===== src/rtl/ehl_debounce.sv =====
// Digital debounce filter: dout follows din only after din has differed from
// dout on FILTER_LEN consecutive enabled clock edges, with edge pulses on change.
module ehl_debounce #(
   parameter int unsigned FILTER_LEN = 4,
   parameter bit          INIT_VAL   = 1'b0
) (
   input  logic clk,
   input  logic reset_n,
   input  logic din,
   input  logic en,
   output logic dout,
   output logic rise,
   output logic fall,
   output logic busy
);

   // state     | meaning
   // STABLE_LO | dout=0, din agrees, counter idle
   // CHECK_HI  | dout=0, din=1 being qualified
   // STABLE_HI | dout=1, din agrees, counter idle
   // CHECK_LO  | dout=1, din=0 being qualified
   // Encoding puts dout on bit 1 and busy on bit 0 so both come straight off flops.
   typedef enum logic [1:0] {
      STABLE_LO = 2'b00,
      CHECK_HI  = 2'b01,
      STABLE_HI = 2'b10,
      CHECK_LO  = 2'b11
   } state_t;

   localparam int unsigned       CNT_W      = $clog2(FILTER_LEN + 1);
   localparam logic [CNT_W-1:0]  CNT_FULL   = CNT_W'(FILTER_LEN);
   localparam logic [CNT_W-1:0]  CNT_ONE    = CNT_W'(1);
   localparam bit                SINGLE     = (FILTER_LEN == 1);
   localparam state_t            STATE_INIT = INIT_VAL ? STABLE_HI : STABLE_LO;

   state_t           r_state;
   state_t           w_state_nxt;
   logic [CNT_W-1:0] r_cnt;
   logic [CNT_W-1:0] w_cnt_nxt;
   logic [CNT_W-1:0] w_cnt_inc;
   logic             r_rise;
   logic             r_fall;
   logic             w_rise_nxt;
   logic             w_fall_nxt;

   assign w_cnt_inc = r_cnt + CNT_ONE;

   always_ff @(posedge clk or negedge reset_n) begin
      if (!reset_n) begin
         r_state <= STATE_INIT;
         r_cnt   <= '0;
         r_rise  <= 1'b0;
         r_fall  <= 1'b0;
      end else begin
         r_state <= w_state_nxt;
         r_cnt   <= w_cnt_nxt;
         r_rise  <= w_rise_nxt;
         r_fall  <= w_fall_nxt;
      end
   end

   always_comb begin
      w_state_nxt = r_state;
      w_cnt_nxt   = r_cnt;
      w_rise_nxt  = 1'b0;
      w_fall_nxt  = 1'b0;
      if (en) begin
         case (r_state)
            STABLE_LO: begin
               if (din) begin
                  if (SINGLE) begin
                     w_state_nxt = STABLE_HI;
                     w_rise_nxt  = 1'b1;
                  end else begin
                     w_state_nxt = CHECK_HI;
                     w_cnt_nxt   = CNT_ONE;
                  end
               end
            end
            CHECK_HI: begin
               if (!din) begin
                  w_state_nxt = STABLE_LO;
                  w_cnt_nxt   = '0;
               end else if (w_cnt_inc == CNT_FULL) begin
                  w_state_nxt = STABLE_HI;
                  w_cnt_nxt   = '0;
                  w_rise_nxt  = 1'b1;
               end else if (r_cnt != CNT_FULL) begin
                  w_cnt_nxt   = w_cnt_inc;
               end
            end
            STABLE_HI: begin
               if (!din) begin
                  if (SINGLE) begin
                     w_state_nxt = STABLE_LO;
                     w_fall_nxt  = 1'b1;
                  end else begin
                     w_state_nxt = CHECK_LO;
                     w_cnt_nxt   = CNT_ONE;
                  end
               end
            end
            CHECK_LO: begin
               if (din) begin
                  w_state_nxt = STABLE_HI;
                  w_cnt_nxt   = '0;
               end else if (w_cnt_inc == CNT_FULL) begin
                  w_state_nxt = STABLE_LO;
                  w_cnt_nxt   = '0;
                  w_fall_nxt  = 1'b1;
               end else if (r_cnt != CNT_FULL) begin
                  w_cnt_nxt   = w_cnt_inc;
               end
            end
            default: begin
               w_state_nxt = STATE_INIT;
               w_cnt_nxt   = '0;
            end
         endcase
      end
   end

   assign dout = r_state[1];
   assign busy = r_state[0];
   assign rise = r_rise;
   assign fall = r_fall;

endmodule


===== config.mk =====
export PLATFORM = sky130hd
export DESIGN_NAME = ehl_debounce
export DESIGN_NICKNAME = d
export VERILOG_FILES = /design/src/rtl/ehl_debounce.sv
export SDC_FILE = /design/constraint.sdc
export NUM_CORES = 1
export LEC_CHECK = 0
export BUFFER_PORTS_ARGS = -buffer_cell sky130_fd_sc_hd__buf_2
export CAP_MARGIN = 10
export CELL_PAD_IN_SITES_DETAIL_PLACEMENT = 0
export CELL_PAD_IN_SITES_GLOBAL_PLACEMENT = 1
export CORE_AREA = 2 2 39 41
export CTS_CLUSTER_SIZE = 16
export DETAILED_ROUTE_END_ITERATION = 10
export DIE_AREA = 0 0 41 43
export PLACE_DENSITY_LB_ADDON = 0.05
export SYNTH_ARGS = -nofsm -noshare
export SYNTH_HDL_FRONTEND = slang
export SYNTH_SLANG_ARGS = --single-unit
export TNS_END_PERCENT = 1

===== constraint.sdc =====
create_clock -name clk -period 1.68 [get_ports clk]
set_input_delay 0.252 -clock clk [delete_from_list [all_inputs] [get_ports clk]]
set_output_delay 0.252 -clock clk [all_outputs]
set_load 0.05 [all_outputs]

## Word level (Yosys, flattened, before mapping)

Index checks and enable logic that the tools add are counted.

| cells by class | value |
|---|---|
| add/subtract/negate cells | 1 |
| equality and inequality tests | 9 |
| muxes and demuxes | 21 |
| reductions and logical operators | 3 |

Operator list:

| kind | count |
|---|---|
| 3-bit two-way mux | 6 |
| 2-bit two-way mux | 6 |
| 3-bit one-hot mux with 4 select lines | 1 |
| 3-bit != test, second input constant | 3 |
| 2-bit one-hot mux with 4 select lines | 1 |
| 1-bit two-way mux | 7 |
| 5-bit AND reduction | 1 |
| 2-bit == test, second input constant | 2 |
| 2-bit != test, second input constant | 2 |
| 3-bit by 1-bit adder with 3-bit output, second input constant | 1 |
| 3-bit == test, second input constant | 1 |
| 3-bit AND reduction | 1 |
| 2-bit by 1-bit == test with 1-bit output, second input constant | 1 |
| 2-bit logical NOT | 1 |

| word-level totals | value |
|---|---|
| register bits after elaboration | 7 |
| input bits | 4 |
| output and inout port bits | 4 |
| logic and storage cells | 38 |

## Logic depth before layout (Yosys ltp)

Gate-level depths: netlist (run 1).

| logic depth | value |
|---|---|
| depth in word-level cells | 6 |
| depth in mapped cells | 5 |
| mapped depth without buffers | 5 |

## Least setup slack after synthesis (run 1)

No wires, ideal clock.

| timing | value |
|---|---|
| path kind | register to register |
| from | register with a tool-made name |
| to | register r_cnt[0] |
| setup time | 0.087 ns |
| arrival | 1.341 ns |
| required time | 1.593 ns |
| path slack | 0.252 ns |
| stages on the path, launching flop included | 5 |
| buffers on the path | 1 |
| clock period less this slack | 1.428 ns |
| path through | dfrtp_1 > buf_4 > xnor2_1 > o31a_1 > o221ai_2 |

RTL lines:

| item | RTL line | text |
|---|---|---|
| end signal, assigned | 56 | `r_cnt <= w_cnt_nxt;` |
| end, declared | 38 | `logic [CNT_W-1:0] r_cnt;` |

## Worst setup path after layout (run 1)

| timing | value |
|---|---|
| from | register r_cnt[0] |
| to | register r_cnt[2] |

| between the ends | value |
|---|---|
| word-level cells in the longest chain between the ends | 5 |
| elaborated cells between the ends (all ways) | 8 |
| classes of those cells | add/sub: 1; eq/ne: 2; mux: 5 |

RTL lines:

| item | RTL line | text |
|---|---|---|
| 3-bit by 1-bit adder with 3-bit output or 3-bit != test (tied branches) | 46, 88, 111 |  |
| 3-bit == test or 3-bit two-way mux (tied branches) | -- |  |
| 3-bit two-way mux * | 84 | `end else if (w_cnt_inc == CNT_FULL) begin` |
| 3-bit two-way mux, on equally long branches | 104, 81 |  |
| 3-bit one-hot mux with 4 select lines * | 68 | `case (r_state)` |

Every way passes the cells marked *; elsewhere a longest branch is shown, timed or not.
A chain may end at the register's enable or synchronous reset.

==> results of run 1 <==
[worst max path at each step]
stage	startpoint	to	slack (ns)	cells past startpoint
3_5_place_dp	r_cnt[0]	r_cnt[2]	0.28	4
3_3_place_gp	r_cnt[0]	r_cnt[0]	0.31	4
2_1_floorplan	register	r_cnt[0]	0.25	4
5_1_grt	r_cnt[0]	r_cnt[2]	0.18	4
4_1_cts	r_cnt[0]	r_cnt[2]	0.26	4
6_report	r_cnt[0]	r_cnt[2]	0.27	4
[power by group]
group	total, uW	internal [uW]	switching [uW]
combinational	172	64.9	107
clock	154	90.7	63.0
sequential	220	195	24.8
total	546	351	195
[Yosys cell counts, drive strengths merged, types with 2 or more instances]
| cell | n | share of area, % |
|---|---|---|
| nand3 | 2 | 2.4 |
| buf | 2 | 3.0 |
| a21boi | 2 | 3.6 |
| ha | 4 | 12 |
| dfrtp | 7 | 42 |
| nand4 | 2 | 3.0 |
| inv | 6 | 5.4 |
| a21oi | 3 | 3.6 |
| o21ai | 2 | 2.4 |
[stage by stage]
stage	hold slack [ns]	worst slack [ns]
after floorplan	-0.0436	0.252
after global placement	0.0972	0.313
after detailed placement	0.0957	0.277
after CTS	0.229	0.257
after global routing	0.245	0.178
final	0.227	0.268
[metal layers]
layer  global-route usage (%)  vias to the layer above
li1                         -                      168
met1                     13.4                      151
met2                     17.8                        9
met3                     3.14                        4
met4                     8.00                        0
met5                        0                        -
[final cells by class]
class                   count  area share (%)
clock buffers               4            5.30
inverters                   6            4.55
flip-flops and latches      7            35.4
repair buffers              8            9.09
multi-input cells          27            41.7
well taps                  16            4.04
[worst max-delay path: stages (launching register included)]
cell and delay, ns:
dfrtp_1 0.39, ha_1 0.22, ha_1 0.24, or3_1 0.37, o22ai_1 0.12
[cells by family (layout without fill, tap and decap cells)]
kind of cell | count (synthesis) | in the layout
AND/OR/NAND/NOR | 9 | 9
adder cells (fa/ha/maj) | 4 | 4
XOR/XNOR | 2 | 2
buffers and inverters | 8 | 18
multiplexers | 1 | 1
AO/OA/AOI/OAI | 11 | 11
flip-flops | 7 | 7
==> impl_metrics.toml, run 1 <==
[outcome]
outcome = "complete, no violations"

[worst_setup_path]
required_ns = 1.85
rrSetupSlack_ns = 0.27
r2r-start = "r_cnt[0]"
crit_type = "reg2reg"
end_kind = "register"
arrival_ns = 1.58
reg2reg_depth = 4
start_kind = "register"
regToRegEndpoint = "r_cnt[2]"
path_max_fanout = 5

[detailed_routing]
first_pass_iters = 4
num_vias = 332
wl_per_cell_um = 11.7
wl_met2_um = 366
wl_met3_um = 41
vias_per_cell = 4.88
drc = 0
drt-met1-wl_um = 364
wirelength_um = 794
drt-initial-drc-count = 3
top_layer_used = "met4"
drtAntennaViolNets = 0

[cells_and_area]
final_nets = 61
num_antenna_cells = 0
nFillCells = 152
final_core_util_pct = 35.8
instances_no_fill = 68
syn_to_final_growth_pct = 18.9
layout_common_cells = "7 x dfrtp_1, 7 x buf_2, 6 x inv_1"
drive_gt1_share_pct = 21.2
multi_input_area_um2 = 206
design_area_um2 = 495
regArea_um2 = 175

[synthesis]
synth-compound-area-share_pct = 18.6
ys_seq_elements = 7
synthXorXnorAreaFrac_pct = 4.20
netlist-cell-type-count = 22
synth-seq-area-share_pct = 42.0
synth-edff-count = 0
synthArstFlopShare_pct = 100
yosys.area_share.simple_pct = 12.3
syn_inst = 42
mappedNetlistArea_um2 = 417
synth_top_family_by_area = "compound AO/OA/AOI/OAI gates"
yosysWarningCount = 0
synth_ff_type = "dfrtp_1"
synthMuxAreaShare_pct = 2.40
syn_nets = 50
syn_avg_cell_area_um2 = 9.92
synthAdderAreaFrac_pct = 12.0

[global_routing]
grt_usage_pct = 11.7
grt_pass1_wl_um = 1330
antenna_found_initial = 0
grt_pass1_vias = 326
grt_max_degree = 11
grt_overflow = 0

[clock_network]
clock_latency_ns = 0.25
cts_tree = "done"
postCtsSetupBuffers = 0
cts_resized = 0
cts_hold_buf = 1
htreeDepth = 1
clock_sinks = 7
numCtsBuffers = 3
cts_root_buffer = "clkbuf_4"
clk_pin_slew_worst_paths_ns = 0.05
clockBufferDepth = 2

[placement]
place.gp.congestion = 0.742
placedCellCount = 63
io_buffers = 7
dpl_cell_area_um2 = 459
dpl.hpwl_um = 652

[timing]
fmax_mhz = 708
layout_min_cycle_time_ns = 1.41
setup_viol = 0
fin_tns_setup_ns = 0
skew_ns = 0.00634
worstMarginPinSlew_ns = 0.376
hold_viol_final = 0
fin_crit_sh_pct = 84.1
slew_headroom_pct = 74.9
rsz0062_at_grt = "no"
drv_slew = 0

[floorplanning]
start_util_pct = 30.1
io_pins = 8
core_um2 = 1380
num_rows = 14
die-area_um2 = 1760
die_y_um = 43
die_w_um = 41

[power]
power_leakage_uw = 0.000233
power.total_uw = 546
cellPowerDensity_nw_per_um2 = 1100
ir_drop_mv = 0.418

[worst_hold_path]
hold_class = "in2reg"
hold_depth = 2
hold_start = "din"
min_to = "fall"

[flow_run]
maxCapViolations = 0
Note: power is estimated with default switching activity, not from simulation.
==> inputs of run 2 (changes only) <==
==> constraint.sdc (replaced) <==
create_clock -name clk -period 1.3 [get_ports clk]
set_input_delay 0.195 -clock clk [delete_from_list [all_inputs] [get_ports clk]]
set_output_delay 0.195 -clock clk [all_outputs]
set_load 0.05 [all_outputs]
==> impl_metrics.toml, run 2 (synthesis results as in run 1) <==
[worst_setup_path]
crit_type = "reg2reg"
arrival_ns = 1.48
reg2reg_depth = 4
path_max_fanout = 4
required_ns = 1.47
r2r-start = "r_cnt[0]"
critPathMostFrequentCell = "ha_4"
slowest_stage = "dfrtp_1"
regToRegEndpoint = "r_cnt[2]"
start_kind = "register"
max_stage_delay_ns = 0.42
end_kind = "register"
crit_path_cell_trace = "ha_4 -> ha_4 -> or3_1 -> o22ai_1"
rrSetupSlack_ns = -0.01

[outcome]
failed_checks = "negative setup slack"
outcome = "complete, but fails checks"

[clock_network]
clk_pin_slew_worst_paths_ns = 0.06
clock_sinks = 7
numCtsBuffers = 3
cts_tree = "done"
cts_root_buffer = "clkbuf_4"
clock_latency_ns = 0.25
clockBufferDepth = 2
htreeDepth = 1

[timing]
setup_ws_ns = -0.0121
fin_crit_sh_pct = 101
fmax_mhz = 762
worstMarginPinSlew_ns = 0.374
setup_viol = 2
rsz0062_at_grt = "yes"
fin_tns_setup_ns = -0.0165
skew_ns = 0.00921
hold_viol_final = 0
drv_slew = 0
slew_headroom_pct = 75.0
layout_min_cycle_time_ns = 1.31

[floorplanning]
start_util_pct = 30.1
die_y_um = 43
io_pins = 8
die_w_um = 41
core_um2 = 1380
die-area_um2 = 1760
num_rows = 14

[detailed_routing]
num_vias = 349
vias_per_cell = 4.92
drc = 0
wl_per_cell_um = 13.2
first_pass_iters = 4
drtAntennaViolNets = 0
wirelength_um = 940
drt-initial-drc-count = 13

[placement]
io_buffers = 7
dpl.hpwl_um = 668
dpl_cell_area_um2 = 479
place.gp.congestion = 0.698

[cells_and_area]
nFillCells = 140
layout_common_cells = "7 x buf_2, 6 x inv_1, 5 x dfrtp_1"
num_antenna_cells = 0
drive_gt1_share_pct = 38.2
final_common_cell = "buf_2"
final_core_util_pct = 40.3
design_area_um2 = 558
syn_to_final_growth_pct = 33.9
final_nets = 64

[power]
ir_drop_mv = 0.499
cellPowerDensity_nw_per_um2 = 1430
power_leakage_uw = 0.000246
power.total_uw = 797

[worst_hold_path]
hold_class = "in2reg"
hold_depth = 2
hold_start = "din"
min_to = "fall"

[flow_run]
maxCapViolations = 0

[global_routing]
grt_pass1_wl_um = 1490
grt_max_degree = 11
grt_overflow = 0
antenna_found_initial = 0
grt_pass1_vias = 332
grt_usage_pct = 12.9
-- run 2: cell types whose count changed in the layout (fill, tap and decap cells not counted) --
cell / previous run / this run
ha_4: 0 / 2
nand3_1: 2 / 1
ha_1: 4 / 2
dfrtp_2: 0 / 2
o21ai_0: 2 / 1
dfrtp_1: 7 / 5
nand3_2: 0 / 1
a21oi_1: 3 / 1
buf_4: 0 / 3
a21oi_2: 0 / 2
o21ai_1: 0 / 1
-- run 2: area by class of cell --
cell class	instances	area (um2)	area share (%)
Tap cell	16	20.0	3.59
Sequential cell	7	178	31.8
Inverter	6	22.5	4.04
Timing Repair Buffer	11	67.6	12.1
Clock buffer	4	26.3	4.71
Multi-Input combinational cell	27	244	43.7
-- run 2: power by group --
group / total (uW) / internal, uW / switching, uW / leakage, uW
Sequential: 297 / 253 / 44.1 / 0.0000891
Combinational: 297 / 134 / 163 / 0.000142
Clock: 202 / 117 / 84.6 / 0.0000150
Total: 797 / 505 / 292 / 0.000246
-- run 2: what timing repair did --
item,4_1_cts,5_1_grt
gates resized for setup,3,4
hold buffers,1,0
hold endpoints to repair,7,0
pin swaps,1,1
setup buffers,0,1
setup endpoints to repair,4,4
-- run 2: metal layers --
layer	GRT usage, %	up-vias	routed length, um
li1	-	173	-
met2	17.2	10	433
met1	16.9	164	443
met5	0	-	0
met3	4.71	2	51
met4	8.00	0	11
-- run 2: worst max path at each step --
| stage | from | end | slack (ns) | depth (start not counted) |
|---|---|---|---|---|
| 5_1_grt | r_cnt[0] | r_cnt[2] | -0.09 | 4 |
| 2_1_floorplan | r_cnt[0] | r_cnt[0] | 0.007 | 4 |
| 6_report | r_cnt[0] | r_cnt[2] | -0.01 | 4 |
| 3_3_place_gp | r_cnt[0] | r_cnt[0] | -0.006 | 4 |
| 4_1_cts | r_cnt[0] | r_cnt[2] | -0.01 | 4 |
| 3_5_place_dp | r_cnt[0] | r_cnt[2] | -0.05 | 4 |
-- run 2: critical path, delay by kind of cell, from the launching register on --
kind / cells / cell delay [ns]
fa+ha+maj: 2 / 0.35
flops: 1 / 0.42
compound gates: 1 / 0.11
simple gates: 1 / 0.34
-- run 2: through the flow --
step	cells	hold slack, ns	setup WS (ns)
4_1_cts	70	0.160	-0.0101
6_report	71	0.182	-0.0121
3_5_place_dp	65	0.0397	-0.0507
2_1_floorplan	42	-0.101	0.00749
3_3_place_gp	65	0.0376	-0.00600
5_1_grt	71	0.191	-0.0857
==> inputs of run 3 (changes only) <==
--- a/config.mk
+++ b/config.mk
@@ -14,6 +14,8 @@
 export DETAILED_ROUTE_END_ITERATION = 10
 export DIE_AREA = 0 0 41 43
 export PLACE_DENSITY_LB_ADDON = 0.05
+export SKIP_CTS_REPAIR_TIMING = 1
+export SKIP_LAST_GASP = 1
 export SYNTH_ARGS = -nofsm -noshare
 export SYNTH_HDL_FRONTEND = slang
 export SYNTH_SLANG_ARGS = --single-unit
==> impl_metrics.toml, run 3 (synthesis results as in run 1) <==
[outcome]
outcome = "complete, but fails checks"
failed_checks = "negative setup slack"

[timing]
fin_tns_setup_ns = -0.0119
worstMarginPinSlew_ns = 0.345
setup_viol = 1
setup_ws_ns = -0.0119
drv_slew = 0
hold_viol_final = 0
rsz0062_at_grt = "yes"
fin_crit_sh_pct = 101
skew_ns = 0.0110
fmax_mhz = 762
layout_min_cycle_time_ns = 1.31
slew_headroom_pct = 76.9

[detailed_routing]
drtAntennaViolNets = 0
drc = 0
wirelength_um = 927
first_pass_iters = 4
num_vias = 341
drt-initial-drc-count = 11
wl_per_cell_um = 13.1
vias_per_cell = 4.80

[power]
pwr-share-seq_pct = 37.3
power_leakage_uw = 0.000245
power.switching_uw = 288
pwr-share-clk_pct = 25.7
swShare_pct = 36.4
cellPowerDensity_nw_per_um2 = 1450
p_comb_share_pct = 37.0
intPower_uw = 504
ir_drop_mv = 0.497

[worst_setup_path]
start_kind = "register"
path_max_fanout = 4
end_kind = "register"
regToRegEndpoint = "r_cnt[2]"
rrSetupSlack_ns = -0.01
required_ns = 1.47
r2r-start = "r_cnt[0]"
crit_type = "reg2reg"
reg2reg_depth = 4
arrival_ns = 1.48

[clock_network]
clock_sinks = 7
htreeDepth = 1
clock_latency_ns = 0.26
cts_root_buffer = "clkbuf_4"
numCtsBuffers = 3
cts_tree = "done"
clk_pin_slew_worst_paths_ns = 0.06
clockBufferDepth = 2

[floorplanning]
io_pins = 8
num_rows = 14
die-area_um2 = 1760
core_um2 = 1380
die_y_um = 43
start_util_pct = 30.1
die_w_um = 41

[placement]
placedCellCount = 65
io_buffers = 7
dp_slack_ns = -0.0507
place.gp.congestion = 0.698
dpl.hpwl_um = 668

[worst_hold_path]
min_to = "fall"
hold_class = "in2reg"
hold_start = "din"
hold_depth = 2

[global_routing]
grt_max_degree = 11
grt_overflow = 0
grt_pass1_wl_um = 1480
grt_pass1_vias = 334
antenna_found_initial = 0
grt_usage_pct = 12.8

[cells_and_area]
final_nets = 64
final_common_cell = "buf_2"
syn_to_final_growth_pct = 30.9
layout_common_cells = "7 x buf_2, 6 x inv_1, 5 x dfrtp_1"
instances_no_fill = 71
num_antenna_cells = 0
drive_gt1_share_pct = 32.7
final_core_util_pct = 39.4

[flow_run]
maxCapViolations = 0
[run 3: cell counts in the layout (fill, tap and decap cells not counted)]
Identical to the previous run, type by type.
[run 3: how the worst max path moves through the flow]
stage | startpoint | endpoint | slack [ns] | depth (start not counted)
after floorplan | r_cnt[0] | r_cnt[0] | 0.007 | 4
after global placement | r_cnt[0] | r_cnt[0] | -0.006 | 4
after detailed placement | r_cnt[0] | r_cnt[2] | -0.05 | 4
after CTS | r_cnt[0] | r_cnt[2] | -0.08 | 4
after global routing | r_cnt[0] | r_cnt[2] | -0.09 | 4
final | r_cnt[0] | r_cnt[2] | -0.01 | 4
[run 3: power by group through the flow]
stage          sequential, uW  clock, uW  combinational (uW)
3_3_place_gp              288          0                 245
3_5_place_dp              291          0                 249
6_report                  295        203                 293
4_1_cts                   288        209                 251
5_1_grt                   301        224                 326
2_1_floorplan             308          0                 151
[run 3: metrics by stage]
stage / area (um2) / total power, uW / hold WS, ns
2_1_floorplan: 425 / 459 / -0.101
3_3_place_gp: 479 / 532 / 0.0376
3_5_place_dp: 479 / 540 / 0.0397
4_1_cts: 505 / 748 / -0.238
5_1_grt: 546 / 852 / 0.177
6_report: 546 / 792 / 0.170
[run 3: per-layer routing]
| layer | part of all wire, % | vias up | GRT usage, % |
|---|---|---|---|
| li1 | - | 173 | - |
| met1 | 45 | 158 | 16.6 |
| met2 | 48 | 8 | 17.2 |
| met3 | 5.8 | 2 | 4.71 |
| met4 | 1.2 | 0 | 8.00 |
| met5 | 0 | - | 0 |
[run 3: critical path, cell delays in order, from the launching register on]
cell and delay (ns):
dfrtp_1 0.42, ha_4 0.19, ha_4 0.16, or3_1 0.34, o22ai_1 0.11
[run 3: area by class of cell]
class                           instances  area (um2)
Tap cell                               16        20.0
Fill cell                             142         838
Multi-Input combinational cell         27         231
Inverter                                6        22.5
Clock buffer                            4        26.3
Timing Repair Buffer                   11        67.6
Sequential cell                         7         178
